**src/rtl/dmem_arbiter_if.sv**
```systemverilog
// Bus bundle between the two data-memory requesters (core C, DMA D), the arbiter and the memory.
// slave = arbiter side, master = requester/memory side.
interface dmem_arbiter_if #(
  parameter int AW = 11,
  parameter int DW = 32
);
  logic          c_req;
  logic          c_wr;
  logic [AW-1:0] c_addr;
  logic [DW-1:0] c_wdata;
  logic [2:0]    c_func3;
  logic          c_gnt;
  logic          c_rvalid;
  logic [DW-1:0] c_rdata;

  logic          d_req;
  logic          d_wr;
  logic [AW-1:0] d_addr;
  logic [DW-1:0] d_wdata;
  logic [2:0]    d_func3;
  logic          d_lock;
  logic          d_gnt;
  logic          d_rvalid;
  logic [DW-1:0] d_rdata;

  logic [AW-1:0] mem_addr;
  logic          mem_wr;
  logic [DW-1:0] mem_wdata;
  logic [2:0]    mem_func3;
  logic [DW-1:0] mem_rdata;

  modport slave (
    input  c_req, c_wr, c_addr, c_wdata, c_func3,
    output c_gnt, c_rvalid, c_rdata,
    input  d_req, d_wr, d_addr, d_wdata, d_func3, d_lock,
    output d_gnt, d_rvalid, d_rdata,
    output mem_addr, mem_wr, mem_wdata, mem_func3,
    input  mem_rdata
  );

  modport master (
    output c_req, c_wr, c_addr, c_wdata, c_func3,
    input  c_gnt, c_rvalid, c_rdata,
    output d_req, d_wr, d_addr, d_wdata, d_func3, d_lock,
    input  d_gnt, d_rvalid, d_rdata,
    input  mem_addr, mem_wr, mem_wdata, mem_func3,
    output mem_rdata
  );
endinterface

```
**src/rtl/dmem_arbiter.sv**
```systemverilog
// Single-port data-memory arbiter: core port C has fixed priority, DMA port D is protected
// by a starvation counter and may hold the memory across cycles with d_lock.
module dmem_arbiter #(
  parameter int AW           = 11,
  parameter int DW           = 32,
  parameter int STARVE_LIMIT = 4
) (
  input  logic       clk,
  input  logic       reset,
  dmem_arbiter_if.slave bus,
  output logic [7:0] o_starve_cnt,
  output logic       o_lock_q
);
  // Handshake: a requester raises req with wr/addr/wdata/func3 and holds them unchanged until
  // its combinational gnt; the gnt cycle is the access. Writes complete on gnt, reads return
  // rdata with a one-cycle rvalid pulse in the cycle after gnt.
  localparam logic [7:0] LIMIT = 8'(STARVE_LIMIT);

  logic [7:0]    r_starve_cnt;
  logic          r_lock_q;
  logic          r_c_rvalid;
  logic          r_d_rvalid;
  logic [DW-1:0] r_c_rdata;
  logic [DW-1:0] r_d_rdata;

  logic          w_d_prio;
  logic          w_d_gnt;
  logic          w_c_gnt;
  logic [AW-1:0] w_addr;
  logic          w_wr;
  logic [DW-1:0] w_wdata;
  logic [2:0]    w_func3;

  assign w_d_prio = r_lock_q | (r_starve_cnt == LIMIT);
  assign w_d_gnt  = bus.d_req & (w_d_prio | ~bus.c_req);
  assign w_c_gnt  = bus.c_req & ~w_d_gnt;

  // Idle bus is driven to all zeros so mem_wr can never fire without a grant.
  always_comb begin
    w_addr  = '0;
    w_wr    = 1'b0;
    w_wdata = '0;
    w_func3 = 3'b000;
    if (w_d_gnt) begin
      w_addr  = bus.d_addr;
      w_wr    = bus.d_wr;
      w_wdata = bus.d_wdata;
      w_func3 = bus.d_func3;
    end else if (w_c_gnt) begin
      w_addr  = bus.c_addr;
      w_wr    = bus.c_wr;
      w_wdata = bus.c_wdata;
      w_func3 = bus.c_func3;
    end
  end

  always_ff @(posedge clk or posedge reset) begin
    if (reset) begin
      r_c_rvalid   <= 1'b0;
      r_d_rvalid   <= 1'b0;
      r_c_rdata    <= '0;
      r_d_rdata    <= '0;
      r_starve_cnt <= 8'd0;
      r_lock_q     <= 1'b0;
    end else begin
      r_c_rvalid <= w_c_gnt & ~bus.c_wr;
      r_d_rvalid <= w_d_gnt & ~bus.d_wr;
      if (w_c_gnt & ~bus.c_wr) r_c_rdata <= bus.mem_rdata;
      if (w_d_gnt & ~bus.d_wr) r_d_rdata <= bus.mem_rdata;
      if (bus.d_req & ~w_d_gnt) begin
        if (r_starve_cnt != LIMIT) r_starve_cnt <= r_starve_cnt + 8'd1;
      end else begin
        r_starve_cnt <= 8'd0;
      end
      r_lock_q <= w_d_gnt & bus.d_lock & bus.d_req;
    end
  end

  assign bus.mem_addr  = w_addr;
  assign bus.mem_wr    = w_wr;
  assign bus.mem_wdata = w_wdata;
  assign bus.mem_func3 = w_func3;
  assign bus.c_gnt     = w_c_gnt;
  assign bus.d_gnt     = w_d_gnt;
  assign bus.c_rvalid  = r_c_rvalid;
  assign bus.d_rvalid  = r_d_rvalid;
  assign bus.c_rdata   = r_c_rdata;
  assign bus.d_rdata   = r_d_rdata;
  assign o_starve_cnt  = r_starve_cnt;
  assign o_lock_q      = r_lock_q;
endmodule

```
**src/flat_wrapper.sv**
```systemverilog
// flat-port wrapper written by rule: the top's interface ports become plain ports
module dmem_arbiter_flat 
#(
  parameter int AW           = 11,
  parameter int DW           = 32,
  parameter int STARVE_LIMIT = 4
)
  (clk, reset, o_starve_cnt, o_lock_q, bus_c_req, bus_c_wr, bus_c_addr, bus_c_wdata, bus_c_func3, bus_c_gnt, bus_c_rvalid, bus_c_rdata, bus_d_req, bus_d_wr, bus_d_addr, bus_d_wdata, bus_d_func3, bus_d_lock, bus_d_gnt, bus_d_rvalid, bus_d_rdata, bus_mem_addr, bus_mem_wr, bus_mem_wdata, bus_mem_func3, bus_mem_rdata);
  dmem_arbiter_if #(.AW(AW), .DW(DW)) bus_i ();
  input  logic clk;
  input  logic reset;
  output logic [7:0] o_starve_cnt;
  output logic o_lock_q;
  input wire logic [$bits(bus_i.c_req)-1:0] bus_c_req;
  input wire logic [$bits(bus_i.c_wr)-1:0] bus_c_wr;
  input wire logic [$bits(bus_i.c_addr)-1:0] bus_c_addr;
  input wire logic [$bits(bus_i.c_wdata)-1:0] bus_c_wdata;
  input wire logic [$bits(bus_i.c_func3)-1:0] bus_c_func3;
  output wire logic [$bits(bus_i.c_gnt)-1:0] bus_c_gnt;
  output wire logic [$bits(bus_i.c_rvalid)-1:0] bus_c_rvalid;
  output wire logic [$bits(bus_i.c_rdata)-1:0] bus_c_rdata;
  input wire logic [$bits(bus_i.d_req)-1:0] bus_d_req;
  input wire logic [$bits(bus_i.d_wr)-1:0] bus_d_wr;
  input wire logic [$bits(bus_i.d_addr)-1:0] bus_d_addr;
  input wire logic [$bits(bus_i.d_wdata)-1:0] bus_d_wdata;
  input wire logic [$bits(bus_i.d_func3)-1:0] bus_d_func3;
  input wire logic [$bits(bus_i.d_lock)-1:0] bus_d_lock;
  output wire logic [$bits(bus_i.d_gnt)-1:0] bus_d_gnt;
  output wire logic [$bits(bus_i.d_rvalid)-1:0] bus_d_rvalid;
  output wire logic [$bits(bus_i.d_rdata)-1:0] bus_d_rdata;
  output wire logic [$bits(bus_i.mem_addr)-1:0] bus_mem_addr;
  output wire logic [$bits(bus_i.mem_wr)-1:0] bus_mem_wr;
  output wire logic [$bits(bus_i.mem_wdata)-1:0] bus_mem_wdata;
  output wire logic [$bits(bus_i.mem_func3)-1:0] bus_mem_func3;
  input wire logic [$bits(bus_i.mem_rdata)-1:0] bus_mem_rdata;
  assign bus_i.c_req = bus_c_req;
  assign bus_i.c_wr = bus_c_wr;
  assign bus_i.c_addr = bus_c_addr;
  assign bus_i.c_wdata = bus_c_wdata;
  assign bus_i.c_func3 = bus_c_func3;
  assign bus_c_gnt = bus_i.c_gnt;
  assign bus_c_rvalid = bus_i.c_rvalid;
  assign bus_c_rdata = bus_i.c_rdata;
  assign bus_i.d_req = bus_d_req;
  assign bus_i.d_wr = bus_d_wr;
  assign bus_i.d_addr = bus_d_addr;
  assign bus_i.d_wdata = bus_d_wdata;
  assign bus_i.d_func3 = bus_d_func3;
  assign bus_i.d_lock = bus_d_lock;
  assign bus_d_gnt = bus_i.d_gnt;
  assign bus_d_rvalid = bus_i.d_rvalid;
  assign bus_d_rdata = bus_i.d_rdata;
  assign bus_mem_addr = bus_i.mem_addr;
  assign bus_mem_wr = bus_i.mem_wr;
  assign bus_mem_wdata = bus_i.mem_wdata;
  assign bus_mem_func3 = bus_i.mem_func3;
  assign bus_i.mem_rdata = bus_mem_rdata;
  dmem_arbiter #(.AW(AW), .DW(DW), .STARVE_LIMIT(STARVE_LIMIT)) u_core (.clk(clk), .reset(reset), .bus(bus_i), .o_starve_cnt(o_starve_cnt), .o_lock_q(o_lock_q));
endmodule
```
**config.mk**
```make
export PLATFORM = sky130hd
export DESIGN_NAME = dmem_arbiter_flat
export DESIGN_NICKNAME = d
export VERILOG_FILES = /design/src/rtl/dmem_arbiter_if.sv /design/src/rtl/dmem_arbiter.sv /design/src/flat_wrapper.sv
export SDC_FILE = /design/constraint.sdc
export NUM_CORES = 1
export LEC_CHECK = 0
export CAP_MARGIN = 25
export CORE_UTILIZATION = 32
export CTS_BUF_LIST = sky130_fd_sc_hd__clkbuf_8 sky130_fd_sc_hd__clkbuf_16
export DETAILED_ROUTE_END_ITERATION = 12
export PLACE_DENSITY = 0.78
export RECOVER_POWER = 100
export SLEW_MARGIN = 20
export SYNTH_ARGS = -nofsm -noshare
export SYNTH_HDL_FRONTEND = slang
export SYNTH_SLANG_ARGS = --single-unit
```
**constraint.sdc**
```tcl
create_clock -name clk -period 2.5 [get_ports clk]
set_clock_uncertainty 0.05 [all_clocks]
set_input_delay 0.5 -clock clk [delete_from_list [all_inputs] [get_ports clk]]
set_output_delay 0.5 -clock clk [all_outputs]
set_load 0.05 [all_outputs]
```
==> out/qor.yml <==
floorplanning:
  dieArea_um2: 11600
  chipHeight_um: 108
  core_area_um2: 10900
  io_pins: 255
  start_util_pct: 32.9
  die_w_um: 108
  rows: 38
pwr:
  clkPwrFrac_pct: 19.9
  internal_power_mw: 3.10
  switching_share_pct: 40.1
  pwr-share-seq_pct: 29.2
  netSwitchingPower_mw: 2.08
  p_leak_nw: 3.41
  comb_power_share_pct: 50.9
  powerDensity_nw_per_um2: 629
  vdd_drop_max_v: 0.000620
timing:
  fmax_ghz: 0.337
  fin_ws_ns: -0.469
  slew_viol_final: 0
  slew_headroom_pct: 17.5
  tightest_slew_ns: 1.23
  hold_viol: 0
  rsz0062_at_grt: "true"
  fin_crit_ns: 2.97
  setup_violations: 72
  fin_crit_sh_pct: 119
routing:
  vias: 3905
  drtIter0Drc: 206
  finalWirelength_um: 15500
  wl_per_cell_um: 19.7
  drtPass1Iterations: 4
  vias_per_cell: 4.96
  drc: 0
  drtAntennaViolNets: 0
finish:
  areaGrowthSynthToFinish_pct: 130
  drive_gt1_share_pct: 36.8
  final_area_um2: 8240
  n_antenna_cell: 0
  nets: 775
global_routing:
  grt_pass1_vias: 4132
  grt_usage_pct: 24.9
  antenna_found_initial: 0
  gr-total-overflow: 0
  grt_pass1_wl_um: 21800
  grt_max_degree: 48
synthesis:
  yosysWarnings: 0
  synthesis.nets: 479
  yosysUniqueCellTypes: 27
  synth-seq-cells: 75
  syn_inst: 346
  synth_edf_count: 0
  synth-seq-area-share_pct: 52.3
  syn_area_um2: 3590
  synthFlopType: "dfrtp_1"
  avgSynthCellArea_um2: 10.4
  async_reset_ff_share_pct: 100
outcome:
  outcome: "complete, but fails checks"
  violations: "negative setup slack"
critical_path:
  crit_top_cell: "buf_12"
  crit_chain: "inv_2 -> ha_4 -> or4b_4 -> o221ai_4 -> buf_4 -> buf_12 -> nand2_1 -> o21ai_4 -> buf_12"
  critPathKind: "register to output port"
  cp.arrival_ns: 2.42
  critical_path.max_stage_delay_ns: 0.49
  crit_required_ns: 1.95
  cp_top_family: "simple AND/OR/NAND/NOR gates"
  worst_setup_path_end_kind: "output port"
  start_kind: "register"
  crit_buf_inv: 4
  path_max_fanout: 11
  slowest_stage: "or4b_4"
cts:
  cts_tree: "yes"
  hold_buffers: 0
  clock_latency_ns: 0.35
  cts_buffer_depth: 2
  clock-sinks: 75
  clockRootBuffer: "clkbuf_8"
  cts-buffers-inserted: 9
  path_clk_slew_ns: 0.08
  cts_max_level: 3
placed_design:
  io_buffers: 254
  dpl.hpwl_um: 10700
  place_ws_ns: -0.667
  dpl_cell_area_um2: 7490
  gp_congestion: 0.806
run:
  max-cap-violations: 0
worst_hold_path:
  holdCritPathClass: "register to register"
## flip-flops by register name, summed over array words and instances, names as in the netlist
| register | count |
|---|---|
| u_core.bus.c_rvalid | 1 |
| u_core.o_starve_cnt | 8 |
| u_core.bus.d_rdata | 32 |
| u_core.bus.c_rdata | 32 |
| u_core.o_lock_q | 1 |
| u_core.bus.d_rvalid | 1 |
## kinds of logic (layout without fill, tap and decap cells)
kind of cell / Yosys count / after routing / share of synthesized area (%)
compound gates: 51 / 51 / 7.81
xor+xnor: 5 / 5 / 1.22
fa+ha+maj: 2 / 2 / 0.697
buf+inv: 30 / 331 / 4.12
flops: 75 / 75 / 52.3
mux: 64 / 64 / 20.1
simple gates: 119 / 119 / 13.7
## layout make-up
class,count,area (um^2)
clock buffer,9,124
inverter,6,23.8
fill,676,2650
sequential,75,1880
tap,140,175
timing repair buffer,309,3750
multi-input combinational,241,2170
clock inverter,7,98.8
## cell usage after synthesis (2+ instances only)
cell type,instances,area (um^2)
mux2_2,32,360
o21ai_0,48,240
mux2_1,32,360
buf_6,3,33.8
nand3_1,5,25.0
nand2_1,96,360
clkbuf_1,13,48.8
inv_1,6,22.5
ha_1,2,25.0
nor2_1,9,33.8
buf_2,7,35.0
dfrtp_1,75,1880
xor2_1,4,35.0
## power by group through the flow
stage          Sequential, mW  Combinational (mW)  Clock (mW)
3_3_place_gp             1.52                2.46           0
5_1_grt                  1.54                2.73        1.11
2_1_floorplan            2.23               0.692           0
4_1_cts                  1.51                2.60        1.06
6_report                 1.51                2.64        1.03
3_5_place_dp             1.54                2.48           0
## worst paths after layout
path                                                     from                                 end  slack, ns  depth (start not counted)
max in group asynchronous                               reset  u_core.bus.c_rdata[15]$_DFFE_PP0P_       0.35                          3
max reg2reg                u_core.o_starve_cnt[1]$_DFFE_PP0P_   u_core.bus.d_rdata[0]$_DFFE_PP0P_      -0.12                          8
min reg2reg                u_core.bus.d_rdata[21]$_DFFE_PP0P_  u_core.bus.d_rdata[21]$_DFFE_PP0P_       0.44                          1
min in group asynchronous                               reset  u_core.bus.d_rdata[25]$_DFFE_PP0P_       0.82                          2
max                        u_core.o_starve_cnt[1]$_DFFE_PP0P_                     bus_mem_addr[2]      -0.47                          9
min                        u_core.bus.d_rdata[21]$_DFFE_PP0P_  u_core.bus.d_rdata[21]$_DFFE_PP0P_       0.44                          1
## what timing repair did
item	in CTS	in global routing
cloned	7	1
setup endpoints to repair	89	81
resized for setup	39	29
pin swaps	2	9
setup buffers	7	6
## cells in the final DEF (no fill, tap or decap), types with 2 or more instances in the layout
cell type	netlist	final
clkdlybuf4s50_1	0	202
nand2_1	96	73
dfrtp_1	75	69
buf_12	0	58
o21ai_4	0	38
mux2_2	32	31
mux2_1	32	28
buf_4	1	19
nand2_2	0	15
buf_6	3	13
nor2_1	9	9
o21ai_2	0	9
clkbuf_8	0	9
nand2_4	0	8
dfrtp_2	0	6
nand3_1	5	5
mux2_4	0	5
xor2_1	4	4
buf_16	0	4
inv_1	6	3
clkbuf_1	13	3
inv_2	0	2
bufinv_16	0	2
inv_6	0	2
bufbuf_16	0	2
buf_8	0	2
## metal layers
| layer | global-route usage (%) | part of all wire (%) | vias up |
|---|---|---|---|
| met3 | 8.66 | 9.1 | 44 |
| met5 | 0 | 0 | - |
| met2 | 45.4 | 53 | 187 |
| met1 | 25.2 | 34 | 1920 |
| li1 | - | - | 1754 |
| met4 | 11.6 | 4.4 | 0 |
## through the flow
stage / std cells / hold WS (ns) / setup TNS [ns] / power, mW / util, %
final: 787 / 0.436 / -22.01 / 5.18 / 75.6
after global routing: 787 / 0.462 / -27.08 / 5.37 / 75.6
after floorplan: 346 / 0.579 / -3.48 / 2.92 / -
after global placement: 751 / 0.418 / -48.51 / 3.98 / 68.8
after CTS: 781 / 0.442 / -26.46 / 5.17 / 74.4
after detailed placement: 751 / 0.424 / -54.29 / 4.02 / 68.8
No activity file was read; power rests on OpenSTA's default activity.
